### src/rtl/user_pkg.sv
// Shared types and constants for the user-domain GPIO event controller.
// Holds the OBI subordinate types, register offsets and the event mode encoding.
package user_pkg;

  typedef struct packed {
    int unsigned AddrWidth;
    int unsigned DataWidth;
    int unsigned IdWidth;
  } obi_cfg_t;

  localparam obi_cfg_t SbrObiCfg = '{AddrWidth: 32, DataWidth: 32, IdWidth: 1};

  typedef struct packed {
    logic        req;
    logic [31:0] addr;
    logic        we;
    logic [3:0]  be;
    logic [31:0] wdata;
    logic [0:0]  aid;
  } sbr_obi_req_t;

  typedef struct packed {
    logic        gnt;
    logic        rvalid;
    logic [31:0] rdata;
    logic        err;
    logic [0:0]  rid;
  } sbr_obi_rsp_t;

  localparam logic [11:0] OffCtrl     = 12'h000;
  localparam logic [11:0] OffEn       = 12'h004;
  localparam logic [11:0] OffMode     = 12'h008;
  localparam logic [11:0] OffPend     = 12'h00C;
  localparam logic [11:0] OffIrqEn    = 12'h010;
  localparam logic [11:0] OffDebounce = 12'h014;
  localparam logic [11:0] OffCount    = 12'h018;
  localparam logic [11:0] OffLimit    = 12'h01C;

  localparam logic [31:0] ErrRdata = 32'hBADCAB1E;

  typedef enum logic [1:0] {
    Rise  = 2'b00,
    Fall  = 2'b01,
    Both  = 2'b10,
    Level = 2'b11
  } gpio_evt_mode_e;

  function automatic logic [31:0] be_mask(logic [3:0] be);
    logic [31:0] m;
    for (int b = 0; b < 4; b++) m[8*b +: 8] = {8{be[b]}};
    return m;
  endfunction

endpackage

### src/rtl/user_gpio_debounce.sv
// Single-channel debounce filter: accepts an input change once it has been
// seen for thresh_i+1 consecutive samples.
module user_gpio_debounce #(
  parameter int unsigned DebounceWidth = 16
) (
  input  logic                     clk_i,
  input  logic                     rst_ni,
  input  logic [DebounceWidth-1:0] thresh_i,
  input  logic                     in_i,
  output logic                     filt_o,
  output logic                     accept_o
);

  logic                     filt_q, filt_d;
  logic [DebounceWidth-1:0] cnt_q, cnt_d;

  // Threshold is compared live, so lowering it mid-count can accept at once.
  always_comb begin
    filt_d   = filt_q;
    cnt_d    = '0;
    accept_o = 1'b0;
    if (in_i != filt_q) begin
      if (cnt_q >= thresh_i) begin
        accept_o = 1'b1;
        filt_d   = in_i;
      end else begin
        cnt_d = cnt_q + 1'b1;
      end
    end
  end

  always_ff @(posedge clk_i or negedge rst_ni) begin
    if (!rst_ni) begin
      filt_q <= 1'b0;
      cnt_q  <= '0;
    end else begin
      filt_q <= filt_d;
      cnt_q  <= cnt_d;
    end
  end

  assign filt_o = filt_q;

endmodule

### src/rtl/user_gpio_event_ctrl.sv
// Multi-channel GPIO event/interrupt controller with an OBI register port.
// Debounced inputs feed edge/level detection, W1C pending bits, an event counter and irq_o.
module user_gpio_event_ctrl
  import user_pkg::*;
#(
  parameter obi_cfg_t    ObiCfg        = SbrObiCfg,
  parameter type         obi_req_t     = sbr_obi_req_t,
  parameter type         obi_rsp_t     = sbr_obi_rsp_t,
  parameter int unsigned NumChannels   = 16,
  parameter int unsigned DebounceWidth = 16,
  parameter int unsigned CntWidth      = 16
) (
  input  logic                   clk_i,
  input  logic                   rst_ni,
  input  obi_req_t               obi_req_i,
  output obi_rsp_t               obi_rsp_o,
  input  logic [NumChannels-1:0] gpio_i,
  output logic                   irq_o
);

  localparam int unsigned ModeWidth = 2 * NumChannels;

  logic                     ctrl_q, ctrl_d;
  logic [NumChannels-1:0]   en_q, en_d;
  logic [ModeWidth-1:0]     mode_q, mode_d;
  logic [NumChannels-1:0]   pend_q, pend_d;
  logic [NumChannels-1:0]   irqen_q, irqen_d;
  logic [DebounceWidth-1:0] deb_q, deb_d;
  logic [CntWidth-1:0]      count_q, count_d;

  logic                     rvalid_q;
  logic [31:0]              rdata_q, rdata_d;
  logic                     err_q, err_d;
  logic [ObiCfg.IdWidth-1:0] rid_q;

  logic [NumChannels-1:0] filt, accept, evt;

  logic [11:0] off, off_w;
  logic        acc, bad, wr;
  logic [31:0] wmask, cur_w, new_w, w1c_w;
  logic        unused_bits;

  for (genvar i = 0; i < NumChannels; i++) begin : g_ch
    user_gpio_debounce #(
      .DebounceWidth(DebounceWidth)
    ) u_debounce (
      .clk_i   (clk_i),
      .rst_ni  (rst_ni),
      .thresh_i(deb_q),
      .in_i    (gpio_i[i]),
      .filt_o  (filt[i]),
      .accept_o(accept[i])
    );
  end

  // Level mode looks at the value filt takes on this edge, so pending sets
  // in the same edge for every mode.
  always_comb begin
    evt = '0;
    for (int i = 0; i < NumChannels; i++) begin
      logic new_filt;
      logic det;
      new_filt = filt[i] ^ accept[i];
      unique case (gpio_evt_mode_e'(mode_q[2*i +: 2]))
        Rise:  det = accept[i] & new_filt;
        Fall:  det = accept[i] & ~new_filt;
        Both:  det = accept[i];
        Level: det = new_filt;
      endcase
      evt[i] = det & ctrl_q & en_q[i];
    end
  end

  assign off   = obi_req_i.addr[11:0];
  assign off_w = {off[11:2], 2'b00};
  assign acc   = obi_req_i.req;
  assign bad   = off >= OffLimit;
  assign wr    = acc & obi_req_i.we & ~bad;
  assign wmask = be_mask(obi_req_i.be);
  assign new_w = (cur_w & ~wmask) | (obi_req_i.wdata & wmask);
  assign w1c_w = obi_req_i.wdata & wmask;

  always_comb begin
    case (off_w)
      OffCtrl:     cur_w = 32'(ctrl_q);
      OffEn:       cur_w = 32'(en_q);
      OffMode:     cur_w = 32'(mode_q);
      OffPend:     cur_w = 32'(pend_q);
      OffIrqEn:    cur_w = 32'(irqen_q);
      OffDebounce: cur_w = 32'(deb_q);
      OffCount:    cur_w = 32'(count_q);
      default:     cur_w = '0;
    endcase
  end

  always_comb begin
    ctrl_d  = ctrl_q;
    en_d    = en_q;
    mode_d  = mode_q;
    irqen_d = irqen_q;
    deb_d   = deb_q;
    pend_d  = pend_q;
    count_d = count_q;
    if (wr) begin
      case (off_w)
        OffCtrl:     ctrl_d  = new_w[0];
        OffEn:       en_d    = new_w[NumChannels-1:0];
        OffMode:     mode_d  = new_w[ModeWidth-1:0];
        OffPend:     pend_d  = pend_q & ~w1c_w[NumChannels-1:0];
        OffIrqEn:    irqen_d = new_w[NumChannels-1:0];
        OffDebounce: deb_d   = new_w[DebounceWidth-1:0];
        default:     ;
      endcase
    end
    // Hardware set is applied last so it beats a same-cycle W1C.
    pend_d = pend_d | evt;
    if (wr && off_w == OffCount) begin
      count_d = '0;
    end else if (|evt && count_q != {CntWidth{1'b1}}) begin
      count_d = count_q + 1'b1;
    end
  end

  always_comb begin
    rdata_d = '0;
    err_d   = 1'b0;
    if (acc) begin
      if (bad) begin
        rdata_d = ErrRdata;
        err_d   = 1'b1;
      end else if (!obi_req_i.we) begin
        rdata_d = cur_w;
      end
    end
  end

  always_ff @(posedge clk_i or negedge rst_ni) begin
    if (!rst_ni) begin
      ctrl_q   <= 1'b0;
      en_q     <= '0;
      mode_q   <= '0;
      pend_q   <= '0;
      irqen_q  <= '0;
      deb_q    <= '0;
      count_q  <= '0;
      rvalid_q <= 1'b0;
      rdata_q  <= '0;
      err_q    <= 1'b0;
      rid_q    <= '0;
    end else begin
      ctrl_q   <= ctrl_d;
      en_q     <= en_d;
      mode_q   <= mode_d;
      pend_q   <= pend_d;
      irqen_q  <= irqen_d;
      deb_q    <= deb_d;
      count_q  <= count_d;
      rvalid_q <= acc;
      rdata_q  <= rdata_d;
      err_q    <= err_d;
      if (acc) rid_q <= obi_req_i.aid;
    end
  end

  always_comb begin
    obi_rsp_o        = '0;
    obi_rsp_o.gnt    = 1'b1;
    obi_rsp_o.rvalid = rvalid_q;
    obi_rsp_o.rdata  = rdata_q;
    obi_rsp_o.err    = err_q;
    obi_rsp_o.rid    = rid_q;
  end

  assign irq_o = ctrl_q & |(pend_q & irqen_q);

  assign unused_bits = ^{obi_req_i.addr[31:12], obi_req_i.addr[1:0], new_w, w1c_w};

endmodule

### config.mk
export PLATFORM = sky130hd
export DESIGN_NAME = user_gpio_event_ctrl
export DESIGN_NICKNAME = d
export VERILOG_FILES = /design/src/rtl/user_pkg.sv /design/src/rtl/user_gpio_debounce.sv /design/src/rtl/user_gpio_event_ctrl.sv
export SDC_FILE = /design/constraint.sdc
export NUM_CORES = 1
export LEC_CHECK = 0
export BUFFER_PORTS_ARGS = -buffer_cell sky130_fd_sc_hd__buf_4
export CAP_MARGIN = 20
export CORE_UTILIZATION = 60
export CTS_CLUSTER_SIZE = 8
export DETAILED_ROUTE_END_ITERATION = 10
export MAX_ROUTING_LAYER = met4
export PLACE_DENSITY = 0.78
export SLEW_MARGIN = 20
export SYNTH_ARGS = -nofsm -noshare
export SYNTH_HDL_FRONTEND = slang
export SYNTH_SLANG_ARGS = --single-unit
### constraint.sdc
create_clock -name clk_i -period 6.7 [get_ports clk_i]
set_clock_uncertainty 0.1 [all_clocks]
set_input_delay 1.005 -clock clk_i [delete_from_list [all_inputs] [get_ports clk_i]]
set_output_delay 1.005 -clock clk_i [all_outputs]
set_load 0.05 [all_outputs]
### After elaboration in Yosys (flattened, before gate mapping)

Cells that the tools add are included.

* register bits after elaboration: 420
* input port bits: 89
* output and inout bits: 37
* word-level logic and storage cells: 389

* $add $sub $neg: 17
* $lt $le $gt $ge: 17
* equal/unequal tests: 71
* muxes and demuxes: 90
* bitwise gates (word level): 108
* reduce and logical (&&, ||, !) cells: 43

Operators with widths (count)
* $mux W16: 36
* $add A16 B1 Y16 const B: 17
* $ge A16 B16 Y1: 16
* $pmux W32 S7: 1
* $mux W32: 3
* $and A1 B1 Y1: 67
* $and A32 B32 Y32: 2
* $eq A2 B2 Y1 const B: 32
* $pmux W1 S4: 16
* $reduce_and A2 Y1: 21
* $mux W1: 34
* $and A16 B16 Y16: 2
* $eq A2 B1 Y1 const B: 16
* $logic_not A2 Y1: 16
* $not A32 Y32: 1
* $or A32 B32 Y32: 1
* $reduce_or A16 Y1: 2
* $eq A10 B3 Y1 const B: 3
* $eq A10 B2 Y1 const B: 2
* $not A1 Y1: 17
* $ne A1 B1 Y1: 16
* $ne A16 B16 Y1 const B: 1
* $not A16 Y16: 1
* $or A16 B16 Y16: 1
* 6 further kinds: 22

### Longest topological paths before layout

Gate-level depths: netlist of the first run.

* word-level depth: 13
* mapped depth: 15
* gate-level depth less buffers: 13

### By module

A second synthesis of the first run with hierarchy kept.

* cell total of the unflattened synthesis: 2823
* area total of the unflattened synthesis: 26898.3 µm²

Modules (own cells, without submodules)
* user_gpio_debounce: times used 16, cells each 133, area each 1218.7 µm², seq. area each 425.4 µm²
* user_gpio_event_ctrl: times used 1, cells each 695, area each 7399.6 µm², seq. area each 3703.6 µm²

### Worst setup path before layout of the first run

No wires, ideal clock.

* kind: flip-flop to flip-flop
* from: reg deb_q[0]
* to: reg count_q[0]
* library setup time: 0.137 ns
* arrival time: 3.518 ns
* required time: 6.463 ns
* slack: 2.945 ns
* cell stages (with the launch flop): 15
* buffers on the path: 2
* period minus slack after synthesis: 3.755 ns
* path through: dfrtp_1 -> ha_1 -> nand2b_4 -> a2111oi_4 -> nor4_1 -> or3_1 -> and2_4 -> a211oi_1 -> o32ai_1 -> or4_4 -> o21ai_4 -> buf_6 -> buf_12 -> xor2_2 -> nor2_1

* longest elaborated chain between the ends: 12
* elaborated cells on any way between the ends: 163
* those cells by class: order compare: 16; mux: 48; bitwise: 96; reduce/logical: 3

RTL lines
* start, declared: RTL line user_gpio_event_ctrl.sv:28 `logic [DebounceWidth-1:0] deb_q, deb_d;`
* start signal, assigned: RTL line user_gpio_event_ctrl.sv:144 `deb_q <= '0;`
* start signal, assigned: RTL line user_gpio_event_ctrl.sv:156 `deb_q <= deb_d;`
* $ge A16 B16 Y1: RTL line user_gpio_debounce.sv:23 `if (cnt_q >= thresh_i) begin`
* $mux W1: RTL line user_gpio_debounce.sv:23
* $mux W1: RTL line user_gpio_debounce.sv:22 `if (in_i != filt_q) begin`
* $xor A1 B1 Y1: RTL line user_gpio_event_ctrl.sv:63 `new_filt = filt[i] ^ accept[i];`
* $not A1 Y1: RTL line user_gpio_event_ctrl.sv:66 `Fall: det = accept[i] & ~new_filt;`
* $and A1 B1 Y1: RTL line user_gpio_event_ctrl.sv:66
* $pmux W1 S4: RTL line user_gpio_event_ctrl.sv:64 `unique case (gpio_evt_mode_e'(mode_q[2*i +: 2]))`
* $and A1 B1 Y1 (2 in a row): RTL line user_gpio_event_ctrl.sv:70 `evt[i] = det & ctrl_q & en_q[i];`
* $reduce_or A16 Y1 *: RTL line user_gpio_event_ctrl.sv:119 `end else if (|evt && count_q != {CntWidth{1'b1}}) begin`
* $logic_and A1 B1 Y1 *: RTL line user_gpio_event_ctrl.sv:119
* $reduce_bool A2 Y1 (no source line) *
* end signal, assigned: RTL line user_gpio_event_ctrl.sv:157 `count_q <= count_d;`
* end, declared: RTL line user_gpio_event_ctrl.sv:29 `logic [CntWidth-1:0] count_q, count_d;`

Every way passes the cells marked *; elsewhere a longest branch is shown, timed or not.
A chain may end at the register's enable or synchronous reset.

### Worst setup path after layout of the first run

* from: reg deb_q[11]
* to: reg count_q[9]

Same word-level chain as after synthesis.

==> results of run 1 <==
==> worst paths after layout <==
kind	endpoint	cells after the start
min in group clk_i	g_ch[15].u_debounce.cnt_q[0]	1
worst min-delay path	g_ch[1].u_debounce.cnt_q[6]	1
worst max register to register	count_q[9]	14
worst max-delay path	count_q[9]	14
max in group asynchronous	g_ch[13].u_debounce.cnt_q[6]	2
worst min register to register	g_ch[15].u_debounce.cnt_q[0]	1
==> power groups by stage <==
| stage | logic, uW | registers, uW | clock network, uW |
|---|---|---|---|
| finish | 192 | 2570 | 2600 |
| global route | 210 | 2560 | 2720 |
| CTS | 194 | 2570 | 2620 |
| detailed placement | 194 | 2610 | 0 |
| global placement | 189 | 2610 | 0 |
| floorplan | 51.1 | 2630 | 0 |
==> through the flow <==
stage,total power [uW],std cells
final,5357,3307
after global routing,5499,3305
after CTS,5383,3301
after detailed placement,2800,3237
after global placement,2795,3237
after floorplan,2678,2637
==> logic make-up (layout without fill, tap and decap cells) <==
| logic type | after synthesis | in the layout | synth area share, % |
|---|---|---|---|
| AOI/OAI and AO/OA | 400 | 400 | 10.53 |
| xor gates and xnor gates | 254 | 254 | 8.883 |
| buffers and inverters | 146 | 278 | 2.335 |
| other | 1 | 7 | 0.01492 |
| muxes | 55 | 55 | 2.370 |
| DFF | 420 | 420 | 41.82 |
| adders and majority gates | 273 | 273 | 13.59 |
| and+or+nand+nor | 1088 | 1088 | 20.45 |
==> registers in the layout, indices dropped and copies added (netlist names) <==
register / count
rvalid_q: 1
en_q: 16
ctrl_q: 1
rid_q: 1
g_ch.u_debounce.cnt_q: 256
mode_q: 32
rdata_q: 32
err_q: 1
deb_q: 16
count_q: 16
pend_q: 16
g_ch.u_debounce.filt_o: 16
irqen_q: 16
==> layout make-up <==
cell class | instances | area, um^2 | area share [%]
Sequential cell | 420 | 10510 | 37.42
Antenna cell | 6 | 15.01 | 0.05346
Tap cell | 532 | 665.6 | 2.370
Clock buffer | 63 | 1491 | 5.311
Timing Repair Buffer | 134 | 1030 | 3.667
Inverter | 80 | 300.3 | 1.069
Multi-Input combinational cell | 2071 | 14060 | 50.07
Clock inverter | 1 | 8.758 | 0.03119
==> critical path, delay by kind of cell (launching register included) <==
kind / cells / cell delay [ps]
flops: 1 / 390
simple gates: 4 / 820
buf+inv: 2 / 730
compound gates: 7 / 2580
fa+ha+maj: 1 / 330
==> cells in the final DEF (no fill, tap or decap), drive strengths merged, types with 6 or more instances in the layout <==
cell type  Yosys  final
clkbuf        58     63
o21a          13     13
a21o          27     27
and4           7      7
nand4         85     85
diode          0      6
nor2b         17     17
nand3        165    165
o21ai        111    111
ha           273    273
and2          12     12
xnor2        104    104
nand2b        41     41
inv           80     81
nand4b         9      9
or3           14     14
a2111oi        9      9
o211ai         9      9
o2111ai        7      7
a21oi         95     95
nand2        258    258
a31oi         13     13
a211oi        19     19
a221oi        12     12
a222oi         7      7
a211o          6      6
mux2i         19     19
a22o          13     13
dfrtp        420    420
nor3          11     11
a22oi         28     28
and3          88     88
mux2          36     36
buf            8    134
xor2         150    150
nor2         356    356
==> routing by layer <==
layer	vias to the layer above	share of wire, %
met2	776	45
met1	10050	42
met5	-	0
li1	9558	-
met3	204	8.1
met4	0	4.7
==> impl_metrics.csv, run 1 <==
group,metric,value,unit
synthesis,yosys_warnings,0,
global_routing,met2_usage,50.45,%
pwr,seqPwrFrac,47.9,%
floorplanning,top_level_ports,126,
placement,portBuffers,102,
synthesis,synth_area,25130,um^2
sta,fin_ws,1649,ps
final_layout,final_core_util,68.31,%
run_status,status,"finished, violations left",
route,drt_first_pass_iters,9,
critical_path,crit_type,"reg -> reg",
pwr,p_clk_share,48.5,%
synthesis,synth_area_leaders,"dfrtp_1 (42%), ha_1 (14%), nor2_1 (5.3%)",
floorplanning,dieHeight,206.7,um
global_routing,track_usage,33.76,%
worst_hold_path,holdCritPathClass,"in -> async",
cts,clk_pin_slew_worst_paths,50,ps
synthesis,synth_nets,2999,
synthesis,synth_top_area_share,41.82,%
final_layout,drive_gt1_share,9.317,%
final_layout,nNetsFinal,3127,
pwr,leakage,0.01262,uW
critical_path,crit_fanout,28,
pwr,p_sw_share,22.58,%
synthesis,ys_seq_area_share,41.82,%
floorplanning,rows,74,
critical_path,max_stage_delay,800,ps
global_routing,antenna_found_initial,4,
final_layout,area_growth,11.76,%
route,routed_wirelength,68.36,mm
floorplanning,dieArea,42700,um^2
final_layout,nFillCells,3180,
critical_path,critPathLaunchType,"flop",
synthesis,ys_ff_latch,420,
placement,hpwl,47.67,mm
cts,cts_resized,0,
pwr,switchingPower,1210,uW
cts,clock-sinks,420,
placement,place_area,26560,um^2
final_layout,final_area,28080,um^2
synthesis,yosysTopAreaCell,"dfrtp_1",
route,routedWlPerCell,20.67,um
critical_path,worstPathRequired,7130,ps
global_routing,grt_use_met1,44.48,%
placement,globalplace.congestion,0.9281,
floorplanning,die_w,206.7,um
sta,finalCritPeriodShare,75.39,%
cts,clock_path_buffers,3,
sta,holdWs,371.6,ps
critical_path,r2r_start,"deb_q[11]",
synthesis,synthCells,2637,
critical_path,critPathMostFrequentCell,"a211oi_1",
route,drt-vias-per-instance,6.226,
flow_run,cap_violations,0,
cts,root_buffer,"clkbuf_16",
global_routing,grt_busiest_layer,"met2",
global_routing,met3_usage,5.981,%
synthesis,syn_area_per_cell,9.529,um^2
cts,post_cts_buffers,0,
sta,tightest_slew,1100,ps
synthesis,yosys.cell_types.count,73,
critical_path,worstSetupStartpoint,"deb_q[11]",
pwr,peakVddDrop,0.0001795,V
placement,dp_worst_setup_slack,1780,ps
critical_path,slowest_stage,"a211oi_1",
cts,hold_buffers,0,
sta,fmax,198.0,MHz
run_status,violations,"DRC",
critical_path,regToRegSetupSlack,1650,ps
global_routing,grt_pass1_vias,20220,
floorplanning,core,41110,um^2
route,via_count,20590,
synthesis,synth_most_common_cell,"dfrtp_1",
synthesis,synth-main-ff-cell,"dfrtp_1",
sta,hold_viol,0,
global_routing,overflow,0,
critical_path,crit_path_cell_trace,"inv_1, buf_4, ha_1, nand2_1, nor2_1, a211oi_1, o311ai_0, a211oi_1, or4b_2, a31oi_1, nand4b_1, o21ai_4, o21ai_0, a21oi_1",
floorplanning,start_util,61.13,%
sta,tns,0,ps
global_routing,grt_max_degree,161,
sta,finalSetupViolCount,0,
synthesis,async_reset_ff_share,100.0,%
sta,rsz0062_at_grt,"false",
pwr,pwr-share-comb,3.6,%
global_routing,grt_first_pass_wirelength,107.9,mm
critical_path,worstPathArrival,5480,ps
route,dr.first_iter.drc_count,1674,
cts,clock_latency,620,ps
route,route.detailed.drc,2,
synthesis,synthTopCellsByCount,"dfrtp_1 (420), nor2_1 (356), ha_1 (273)",
sta,min_period,5051,ps
sta,final-max-slew-violation-count,0,
sta,relSlewSlack,26.48,%
critical_path,end_kind,"flop",
synthesis,synth_edf_count,0,
cts,cts_tree,"built",
route,antenna_left,0,
cts,numCtsBuffers,58,
cts,h-tree-depth,2,
pwr,intPower,4147,uW
pwr,power_density,190.8,nW/um^2
Power figures use the tool's default switching activity.
==> inputs of run 2 (changes only) <==
--- a/config.mk
+++ b/config.mk
@@ -5,6 +5,7 @@
 export SDC_FILE = /design/constraint.sdc
 export NUM_CORES = 1
 export LEC_CHECK = 0
+export ABC_AREA = 1
 export BUFFER_PORTS_ARGS = -buffer_cell sky130_fd_sc_hd__buf_4
 export CAP_MARGIN = 20
 export CORE_UTILIZATION = 60
==> constraint.sdc (replaced) <==
create_clock -name clk_i -period 4.9 [get_ports clk_i]
set_clock_uncertainty 0.1 [all_clocks]
set_input_delay 0.735 -clock clk_i [delete_from_list [all_inputs] [get_ports clk_i]]
set_output_delay 0.735 -clock clk_i [all_outputs]
set_load 0.05 [all_outputs]
==> impl_metrics.csv, run 2 <==
group,metric,value,unit
sta,tns,0,ps
pwr,peakVddDrop,0.0003109,V
final_layout,top_register,"g_ch.u_debounce.cnt_q",
global_routing,overflow,0,
sta,rsz0062_at_grt,"false",
synthesis,yosys_warnings,0,
route,dr.first_iter.drc_count,1939,
placement,place_inst,4015,
synthesis,synthAdderAreaFrac,12.81,%
synthesis,synth-main-ff-cell,"dfrtp_1",
synthesis,synthCells,3369,
final_layout,area_growth,11.37,%
flow_run,cap_violations,0,
cts,hold_buffers,0,
route,routedWlPerCell,17.75,um
run_status,status,"finished clean",
global_routing,grt_first_pass_wirelength,115.8,mm
final_layout,final_common_cell,"nand2_1",
sta,fmax,258.2,MHz
floorplanning,dieArea,45290,um^2
cts,cts_resized,0,
critical_path,critPathMostFrequentCell,"nand2_1",
cts,h-tree-depth,2,
synthesis,synth_top_area_share,39.42,%
global_routing,antenna_found_initial,1,
sta,finalCritPeriodShare,79.04,%
final_layout,mostFrequentLayoutCells,"nand2_1 (790), nor2_1 (439), dfrtp_1 (420)",
synthesis,synth_xor_area_share,4.336,%
critical_path,end_kind,"flop",
critical_path,worst-path-buf-inv,2,
synthesis,yosys.cell_types.count,56,
sta,hold_viol,0,
global_routing,grt_max_degree,122,
synthesis,synth_compound_area_share,9.188,%
cts,clock_path_buffers,3,
cts,post_cts_buffers,0,
cts,clk_pin_slew_worst_paths,50,ps
final_layout,reg_top3,"g_ch.u_debounce.cnt_q: 256 flops, mode_q: 32 flops, rdata_q: 32 flops",
critical_path,critPathLaunchType,"flop",
placement,globalplace.congestion,0.9873,
critical_path,crit_fanout,16,
final_layout,nFillCells,3530,
global_routing,grt_pass1_vias,23040,
route,route.detailed.drc,0,
synthesis,synth_nets,3731,
sta,relSlewSlack,25.86,%
pwr,power_density,331.8,nW/um^2
cts,numCtsBuffers,58,
synthesis,synth.mux.area_fraction,0.2956,%
worst_hold_path,holdCritPathClass,"in -> async",
global_routing,track_usage,33.63,%
sta,finalSetupViolCount,0,
pwr,leakage,0.01464,uW
cts,clock_latency,620,ps
route,drt-vias-per-instance,5.735,
sta,min_period,3873,ps
floorplanning,core,43460,um^2
final_layout,largest_register_ffs,256,
sta,tightest_slew,1105,ps
critical_path,slowest_stage,"inv_1",
synthesis,synth_edf_count,0,
critical_path,crit_family,"buffers and inverters",
synthesis,synthTopCellsByCount,"nand2_1 (790), nor2_1 (439), dfrtp_1 (420)",
final_layout,nNetsFinal,3855,
cts,clock-sinks,420,
placement,hpwl,51.27,mm
synthesis,ys_seq_area_share,39.42,%
synthesis,syn_area_per_cell,7.915,um^2
synthesis,ys_ff_latch,420,
floorplanning,dieHeight,212.8,um
route,via_count,23410,
route,antenna_left,0,
critical_path,crit_type,"reg -> reg",
final_layout,multi_input_comb_area,14420,um^2
pwr,design_power_total,9854,uW
synthesis,synth_area,26660,um^2
final_layout,finish.cell_count_without_fillers,4082,
synthesis,async_reset_ff_share,100.0,%
floorplanning,start_util,61.36,%
cts,root_buffer,"clkbuf_16",
cts,cts_tree,"built",
sta,final-max-slew-violation-count,0,
final_layout,drive_gt1_share,9.840,%
final_layout,regArea,10510,um^2
floorplanning,top_level_ports,126,
floorplanning,rows,76,
route,drt_first_pass_iters,5,
synthesis,synth_top_family_by_area,"simple AND/OR/NAND/NOR gates",
critical_path,crit_path_cell_trace,"inv_1, buf_4, ha_1, a21oi_1, o21ai_0, a21oi_1, nand3_1, nand3_2, nand2_1, nand2_1, nand2_1, nor2_2, nand2_2, o21ai_4, nand3_1, nand2_1",
synthesis,synth_area_leaders,"dfrtp_1 (39%), ha_1 (13%), nand2_1 (11%)",
critical_path,max_stage_delay,770,ps
critical_path,worstPathArrival,4330,ps
synthesis,synth-simple-area-share,27.38,%
final_layout,final_core_util,68.33,%
sta,holdWs,2.165,ps
route,routed_wirelength,72.47,mm
synthesis,synth_most_common_cell,"nand2_1",
placement,portBuffers,102,
synthesis,yosysTopAreaCell,"dfrtp_1",
critical_path,worstPathRequired,5350,ps
floorplanning,die_w,212.8,um
-- run 2: cell count changes in the layout (fill, tap and decap cells not counted), moves of 37 or more --
cell / change
a21oi_1: +57
and3_1: -84
inv_1: +292
nand2_1: +532
nand2_2: +53
nand2b_1: -40
nand3_1: -38
nand4_1: -37
nor2_1: +83
nor3_1: +44
o21ai_0: +75
xnor2_1: -71
xor2_1: -50
-- run 2: cell families after synthesis --
kind of cell,after synthesis
buffers and inverters,450
and+or+nand+nor,1651
adders and majority gates,273
AOI/OAI and AO/OA,435
xor gates and xnor gates,132
DFF,420
other,1
muxes,7
-- run 2: area by class of cell --
| cell class | instances | area share (%) |
|---|---|---|
| sequential | 420 | 35.39 |
| tap | 585 | 2.465 |
| timing repair buffer | 134 | 3.657 |
| clock inverter | 3 | 0.1264 |
| antenna | 1 | 0.008427 |
| multi-input combinational | 2499 | 48.56 |
| clock buffer | 60 | 4.984 |
| inverter | 380 | 4.803 |
-- run 2: where the power goes --
group / internal, uW / leakage (uW) / switching [uW] / total (uW)
clock: 2090 / 0.000746 / 1470 / 3560
combinational: 770 / 0.00823 / 1690 / 2460
sequential: 3670 / 0.00566 / 155 / 3830
-- run 2: worst paths after layout --
path,from,end,slack [ps],cells past startpoint
max,deb_q[9],count_q[3],1030,16
min,rst_ni,g_ch[10].u_debounce.cnt_q[7],2,1
max reg2reg,deb_q[9],count_q[3],1030,16
min reg2reg,g_ch[7].u_debounce.cnt_q[0],g_ch[7].u_debounce.cnt_q[0],360,1
max in group asynchronous,rst_ni,rdata_q[4],3530,2
min in group clk_i,obi_req_i[70],rvalid_q,150,1
-- run 2: worst reg2reg max path, stage by stage, from the launching register on --
cell     delay, ps
dfrtp_1        370
inv_1          770
buf_4          360
ha_1           270
a21oi_1        120
o21ai_0         90
a21oi_1        210
nand3_1        140
nand3_2         90
nand2_1         60
nand2_1        180
nand2_1        100
nor2_2         160
nand2_2        120
o21ai_4        430
nand3_1        140
nand2_1         90
-- run 2: through the flow --
step,setup slack [ps],instance area [um^2]
6_report,1027,29700
3_3_place_gp,1241,28100
5_1_grt,888.1,29700
2_1_floorplan,2293,26660
3_5_place_dp,1141,28100
4_1_cts,1133,29620
-- run 2: routing by layer --
layer | vias up | share of wire [%] | track usage (%)
met4 | 0 | 5.3 | 17.99
met1 | 11120 | 41 | 41.55
met2 | 830 | 46 | 53.53
met3 | 244 | 7.0 | 4.883
met5 | - | 0 | -
li1 | 11210 | - | -
